[src/rtl/mem_arbiter.sv]
// Two-port round-robin arbiter for the single-port unified memory, with optional locked bursts.
// Define MEM_ARB_ALIGN_CHK_EN to reject misaligned accesses with an error acknowledge.
module mem_arb_port #(
  parameter int DW = 16
) (
  input  logic          sel,
  input  logic          ack_st,
  input  logic          err_q,
  input  logic [DW-1:0] rdata_q,
  output logic          ack,
  output logic          err,
  output logic [DW-1:0] rdata
);
  assign ack   = ack_st & sel;
  assign err   = ack_st & sel & err_q;
  assign rdata = rdata_q;
endmodule

module mem_arbiter #(
  parameter int AW        = 16,
  parameter int DW        = 16,
  parameter int BURST_MAX = 4
) (
  input  logic          clk,
  input  logic          reset,
  input  logic          m0_req,
  input  logic          m1_req,
  input  logic          m0_we,
  input  logic          m1_we,
  input  logic          m0_lock,
  input  logic          m1_lock,
  input  logic [AW-1:0] m0_addr,
  input  logic [AW-1:0] m1_addr,
  input  logic [DW-1:0] m0_wdata,
  input  logic [DW-1:0] m1_wdata,
  output logic          m0_ack,
  output logic          m1_ack,
  output logic          m0_err,
  output logic          m1_err,
  output logic [DW-1:0] m0_rdata,
  output logic [DW-1:0] m1_rdata,
  output logic [AW-1:0] mem_a,
  output logic [DW-1:0] mem_wd,
  output logic          mem_we,
  input  logic [DW-1:0] mem_rd
);
  localparam int BW = (BURST_MAX > 1) ? $clog2(BURST_MAX) : 1;

  typedef enum logic [1:0] {IDLE, ACCESS, ACK} state_t;

  state_t state, state_d;
  logic owner, owner_d, last_owner, last_d;
  logic [BW-1:0] burst_cnt, burst_d;
  logic [DW-1:0] rdata_q, rdata_d;
  logic err_q, err_d;

  logic [1:0]         req, we, lock;
  logic [1:0][AW-1:0] addr;
  logic [1:0][DW-1:0] wdata;
  logic [1:0]         ack, err;
  logic [1:0][DW-1:0] rdata;

  assign req   = {m1_req, m0_req};
  assign we    = {m1_we, m0_we};
  assign lock  = {m1_lock, m0_lock};
  assign addr  = {m1_addr, m0_addr};
  assign wdata = {m1_wdata, m0_wdata};

  logic          own_req, own_we, own_lock, misal, in_acc;
  logic [AW-1:0] own_addr;
  assign own_req  = req[owner];
  assign own_we   = we[owner];
  assign own_lock = lock[owner];
  assign own_addr = addr[owner];
  assign in_acc   = (state == ACCESS);

`ifdef MEM_ARB_ALIGN_CHK_EN
  assign misal = |own_addr[1:0];
`else
  assign misal = 1'b0;
`endif

  // reset gating keeps the write strobe from lingering while the async clear settles
  assign mem_a  = in_acc ? own_addr : '0;
  assign mem_wd = in_acc ? wdata[owner] : '0;
  assign mem_we = in_acc & own_we & own_req & ~misal & ~reset;

  always_ff @(posedge clk or posedge reset) begin
    if (reset) begin
      state      <= IDLE;
      owner      <= 1'b0;
      last_owner <= 1'b1;
      burst_cnt  <= '0;
      rdata_q    <= '0;
      err_q      <= 1'b0;
    end else begin
      state      <= state_d;
      owner      <= owner_d;
      last_owner <= last_d;
      burst_cnt  <= burst_d;
      rdata_q    <= rdata_d;
      err_q      <= err_d;
    end
  end

  always_comb begin
    state_d = state;
    owner_d = owner;
    last_d  = last_owner;
    burst_d = burst_cnt;
    rdata_d = rdata_q;
    err_d   = err_q;
    unique case (state)
      IDLE: if (|req) begin
        // on a tie the port that did not go last wins
        owner_d = (&req) ? ~last_owner : req[1];
        burst_d = '0;
        state_d = ACCESS;
      end
      ACCESS: if (!own_req) begin
        state_d = IDLE;
      end else begin
        rdata_d = (own_we | misal) ? '0 : mem_rd;
        err_d   = misal;
        last_d  = owner;
        state_d = ACK;
      end
      ACK: if (own_lock && burst_cnt < BW'(BURST_MAX-1)) begin
        burst_d = burst_cnt + 1'b1;
        state_d = ACCESS;
      end else begin
        state_d = IDLE;
      end
      default: state_d = IDLE;
    endcase
  end

  for (genvar i = 0; i < 2; i++) begin : g_port
    mem_arb_port #(.DW(DW)) u_port (
      .sel    (owner == 1'(i)),
      .ack_st (state == ACK),
      .err_q  (err_q),
      .rdata_q(rdata_q),
      .ack    (ack[i]),
      .err    (err[i]),
      .rdata  (rdata[i])
    );
  end

  assign m0_ack   = ack[0];
  assign m1_ack   = ack[1];
  assign m0_err   = err[0];
  assign m1_err   = err[1];
  assign m0_rdata = rdata[0];
  assign m1_rdata = rdata[1];
endmodule

[config.mk]
export PLATFORM = sky130hd
export DESIGN_NAME = mem_arbiter
export DESIGN_NICKNAME = d
export VERILOG_FILES = /design/src/rtl/mem_arbiter.sv
export SDC_FILE = /design/constraint.sdc
export NUM_CORES = 1
export LEC_CHECK = 0
export BUFFER_PORTS_ARGS = -buffer_cell sky130_fd_sc_hd__buf_2
export CORE_AREA = 2 2 70 72
export CTS_BUF_LIST = sky130_fd_sc_hd__clkbuf_4
export CTS_CLUSTER_DIAMETER = 120
export DETAILED_ROUTE_END_ITERATION = 8
export DIE_AREA = 0 0 72 74
export GPL_TIMING_DRIVEN = 0
export PLACE_DENSITY_LB_ADDON = 0.2
export SYNTH_ARGS = -nofsm -noshare
export SYNTH_HDL_FRONTEND = slang
export SYNTH_SLANG_ARGS = --single-unit
[constraint.sdc]
create_clock -name clk -period 1.66 [get_ports clk]
set_clock_uncertainty 0.05 [all_clocks]
set_input_delay 0.166 -clock clk [delete_from_list [all_inputs] [get_ports clk]]
set_output_delay 0.166 -clock clk [all_outputs]
set_load 0.01 [all_outputs]
==> Yosys cells after proc, flatten, opt, wreduce, memory -nomap -nowiden <==
Cells that the tools add are included.
W data, S select, Z words.
{ "word_totals": {"regBits": 22, "latch_bits": 0, "mem_bits_rw": 0, "romBits": 0, "input_bits": 88, "output_inout_bits": 69, "wordCells": 49, "n_memories": 0} }
{ "classes": {"add_sub_neg": 1, "mul": 0, "div_mod_pow": 0, "order_cmp": 2, "eq_ne": 4, "n_shift": 0, "n_mux": 21, "bitwise_logic": 8, "n_reduce_logical": 8} }
{ "op_table": {"columns": ["operator", "count"], "rows": [
  ["$mux W16", 7],
  ["$mux W1", 8],
  ["$mux W2", 4],
  ["$pmux W2 S3", 1],
  ["$reduce_and A2 Y1", 3],
  ["$and A1 B1 Y1", 5],
  ["$ne A2 B2 Y1 const B", 2],
  ["$pmux W2 S2", 1],
  ["$not A1 Y1", 3],
  ["$reduce_and A3 Y1", 1],
  ["$add A2 B1 Y2 const B", 1],
  ["$eq A2 B1 Y1 const B", 1],
  ["$eq A2 B2 Y1 const B", 1],
  ["$logic_not A2 Y1", 1],
  ["$lt A1 B2 Y1 const B", 1],
  ["$lt A2 B2 Y1 const B", 1],
  ["$reduce_bool A2 Y1", 1],
  ["$reduce_or A2 Y1", 1],
  ["$logic_and A1 B1 Y1", 1]
]} }

==> Logic depth before layout (Yosys ltp) <==
{ "depth": {"ltp_word": 5, "mapped_depth": 5, "depth_no_buf": 3} }

==> Cells and area by module <==
A second synthesis with hierarchy kept.
{ "hier_totals": {"cells_unflattened": 213, "area_unflattened_um2": 1804.2} }
{ "modules_own_cells": {"columns": ["mod", "instances", "cells_each", "area_per_inst_um2", "seq_area_each_um2"], "rows": [
  ["mem_arbiter", 1, 177, 1539.0, 551.8],
  ["mem_arb_port", 2, 18, 132.6, 0.0]
]} }

==> Worst setup path before layout <==
No wires, ideal clock.
{ "synth_path": {"kind": "register to output", "start": "register owner", "end": "output mem_we", "t_arrival_ns": 1.307, "t_required_ns": 1.444, "slack_ns": 0.137, "stages_incl_launch_ff": 5, "path_buffers": 2, "cell_sequence": "dfrtp_1 > buf_6 > mux2i_1 > buf_2 > nor4_1"} }
{ "synth_via": {"elab_chain_cells": 5, "elab_cells_between_ends": 7, "classes_between": "mux (4); bitwise (3)"} }
{ "synth_rtl": {"columns": ["item", "line_no", "rtl"], "rows": [
  ["start: declaration", "52", "logic owner, owner_d, last_owner, last_d;"],
  ["start signal: assignment", "98", "owner <= owner_d;"],
  ["$mux W1 (implied by the code) (2 in series)", "72", "assign own_we = we[owner];"],
  ["$and A1 B1 Y1", "86", "assign mem_we = in_acc & own_we & own_req & ~misal & ~reset;"],
  ["$and A1 B1 Y1 * (2 in series)", "86", null],
  ["end: declaration", "44", "output logic mem_we,"]
]} }
Every way passes the cells marked *; elsewhere a longest branch is shown, timed or not. The select of a mux whose other input is x is not followed.

==> Worst setup path after layout <==
Ends and elaborated chain as after synthesis.

==> key figures <==
Routing
  • DR WL/cell: 12.9 um
  • Detailed Routing Iterations Pass 1: 4
  • DRC viols: 0
  • Antenna-violating nets left: 0
  • Vias post-DR: 2007
  • Met3 WL: 325 um
  • Iteration-0 DRC Markers: 117
  • Top routing layer in use: met4
  • Final WL: 5.46 mm
  • Metal2 WL: 2.78 mm
  • Avg Vias per Cell: 4.74
  • M1 WL: 2.30 mm

Power and ir drop
  • Power Density: 1640 mW/mm^2
  • Gate power share: 0.719
  • Sequential Power Share: 0.191
  • Power Internal: 2.65 mW
  • Net Sw Frac: 0.426
  • Net Sw Power: 1.97 mW
  • Clock power share: 0.090
  • Total power: 4.63 mW
  • Leakage: 1.63 nW
  • VDD IR max: 875 uV

Worst setup path
  • WP data required: 1.44 ns
  • Slowest stage delay, CP: 0.42 ns
  • Worst path cell trace: buf_6 > mux2i_4 > buf_6 > nor4_4 > buf_2
  • Reg-to-reg endpoint: burst_cnt[1]
  • FF-to-FF Start: owner
  • CP endpoint kind: output pin
  • Critical path's most frequent cell: buf_6
  • Crit path max-delay cell type: dfrtp_1
  • Reg2reg setup slack: 0.08 ns
  • Arrival @ worst endpoint: 1.47 ns
  • Worst reg2reg path depth: 5
  • CP startpoint kind: flop
  • Crit path max fanout: 7
  • Crit path kind: flop to output pin

CTS
  • Clock latency on the worst-skew pair: 0.31 ns
  • H-tree depth: 1
  • CTS clk-pin slew, worst paths: 0.13 ns
  • Cts hold-fix bufs: 0
  • TritonCTS Buffers: 3
  • Sink Count: 22
  • CTS Buffer Depth: 2
  • TritonCTS clock tree: built
  • Root buffer cell: clkbuf_4

Floorplanning
  • Initial Utilization: 0.363
  • CORE AREA: 0.00460 mm^2
  • Die Span Y: 74 um
  • # IOs: 157
  • Die extent in x: 72 um
  • Die ar.: 0.00533 mm^2
  • Number of cell rows: 25

Timing
  • Max_slew headroom: 0.444
  • Final Max Tran Viols: 0
  • Final hold vios: 21
  • Worst hold slack: -0.0198 ns
  • Tcrit/Tclk final: 1.02
  • Worst-Margin Slew: 0.832 ns
  • RSZ-0062 raised after global routing: yes
  • Fin worst setup slack: -0.0304 ns
  • Final Setup Violations: 3
  • Min cycle time layout: 1.69 ns
  • Fmax: 0.592 GHz

Place
  • Routability-driven placement congestion ratio: 0.753
  • Post-DP HPWL: 4.15 mm
  • IO buf count: 154
  • DP Area: 0.00251 mm^2
  • DP Cell Count: 408

Yosys
  • Post-synthesis sequential area ratio: 0.331
  • #FFs+latches synth: 22
  • Top cells by area, synth: dfrtp_1, mux2i_1, buf_4
  • Syn Inst Count: 199
  • Avg Cell Area, Syn: 8.39 um^2
  • Top cells by count, synth: nor2_1, mux2i_1, dfrtp_1, buf_4, nand2_1
  • Yosys warns: 0
  • Top FF cell, synth: dfrtp_1
  • Post-synth top area share: 0.315
  • Most frequent cell after synthesis: nor2_1
  • Post-synth EDFFs: 0
  • Largest area contributor in the synthesized netlist: dfrtp_1
  • Async set or reset register ratio after synthesis: 1.00
  • Mapped cell area: 0.00167 mm^2
  • Distinct cells, synth: 27

Hold path
  • Hold Path Class: input pin to async pin

Layout
  • Register area: 552 um^2
  • Layout area overhead: 68.6%
  • Layout Cells excl Fill: 423
  • Final net count: 459
  • Fin area: 0.00281 mm^2
  • Layout cells sized above 1: 0.583
  • # diodes: 0
  • Multi-input gate area: 972 um^2
  • Filler cells: 419

Status
  • Failing checks: hold timing, setup timing
  • Status: finished, violations left

GRT
  • First-pass GRT wire length: 8.01 mm
  • GRT overflow: 0
  • Number of global-route vias before repair: 1782
  • Largest net degree at the start of global routing: 23
  • GRT Total Usage: 0.186
  • Initial antenna violation count: 0

Flow run
  • Maxcap violations: 0
-- routing by layer --
metal	up-vias	track usage
li1	1020	-
met1	904	0.238
met2	79	0.330
met3	4	0.0271
met4	0	0.0503
met5	-	0
-- cells in the final DEF, fill, tap and decap left out --
cell type and instances:
clkbuf_4 4, inv_1 2, o21ai_0 5, o2bb2ai_1 1, or3_4 1, nand2b_1 1
o211ai_1 2, dfrtp_1 21, mux2i_2 3, nand2b_4 1, nor2_2 3, inv_2 1
o31ai_1 16, nor2_1 33, o21ai_1 12, mux2i_4 2, mux2i_1 30, bufinv_16 1
buf_2 156, conb_1 2, buf_4 29, buf_6 4, buf_8 6, nand2_1 18
o311ai_0 4, clkbuf_1 1, nand2b_2 1, o21bai_1 1, nor4_4 1, ha_1 1
a21oi_1 2, clkbuf_8 1, nor2b_1 1, dfstp_2 1, a31oi_1 1
-- per-stage QoR --
stage / worst slack, ns / util / setup TNS (ns)
floorplan: 0.137 / - / 0
global placement: -0.162 / 0.546 / -4.03
detailed placement: -0.160 / 0.546 / -3.83
CTS: -0.0772 / 0.604 / -0.0772
global route: -0.0870 / 0.612 / -1.74
finish: -0.0304 / 0.612 / -0.0380
-- power by group through the flow --
stage	clock network, mW	registers, mW	logic [mW]
finish	0.418	0.883	3.33
global placement	0	0.905	2.70
floorplan	0	0.945	1.75
CTS	0.420	0.883	3.24
global route	0.444	0.917	3.62
detailed placement	0	0.913	2.73
-- layout make-up --
type,count,share of cell area
clock buffers,3,0.00800
well taps,54,0.0240
multi-input cells,142,0.345
clock inverters,1,0.0107
inverters,3,0.00400
plain buffers,32,0.104
flip-flops and latches,22,0.196
repair buffers,166,0.307
-- state kept, by name (all words and copies together) (netlist names) --
name        count
rdata_q        16
burst_cnt       2
state           2
owner           1
last_owner      1
-- critical path: cells and delay by family, from the launching register on --
| kind | cells | cell delay (ns) |
|---|---|---|
| buffers and inverters | 3 | 0.45 |
| flip-flops | 1 | 0.42 |
| multiplexers | 1 | 0.19 |
| AND/OR/NAND/NOR | 1 | 0.11 |
-- kinds of logic after synthesis --
family,after synthesis,share of synthesized area
buffers and inverters,36,0.131
multiplexers,35,0.212
AND/OR/NAND/NOR,60,0.144
flip-flops,22,0.331
adder cells (fa/ha/maj),1,0.00750
AO/OA/AOI/OAI,44,0.172
other,1,0.00225
-- worst max-delay path by stage --
stage / cells past startpoint / end / startpoint
after floorplan: 4 / mem_we / owner
after global placement: 5 / mem_we / owner
after detailed placement: 5 / mem_we / owner
after CTS: 5 / mem_we / owner
after global routing: 5 / mem_wd[3] / owner
final: 5 / mem_we / owner
-- repair_timing --
item | in CTS | in global routing
resized for setup | 36 | 13
pin swaps | 1 | 1
endpoints found under the setup margin | 50 | 36
setup buffers | 10 | 2
(Power assumes the default switching activity.)
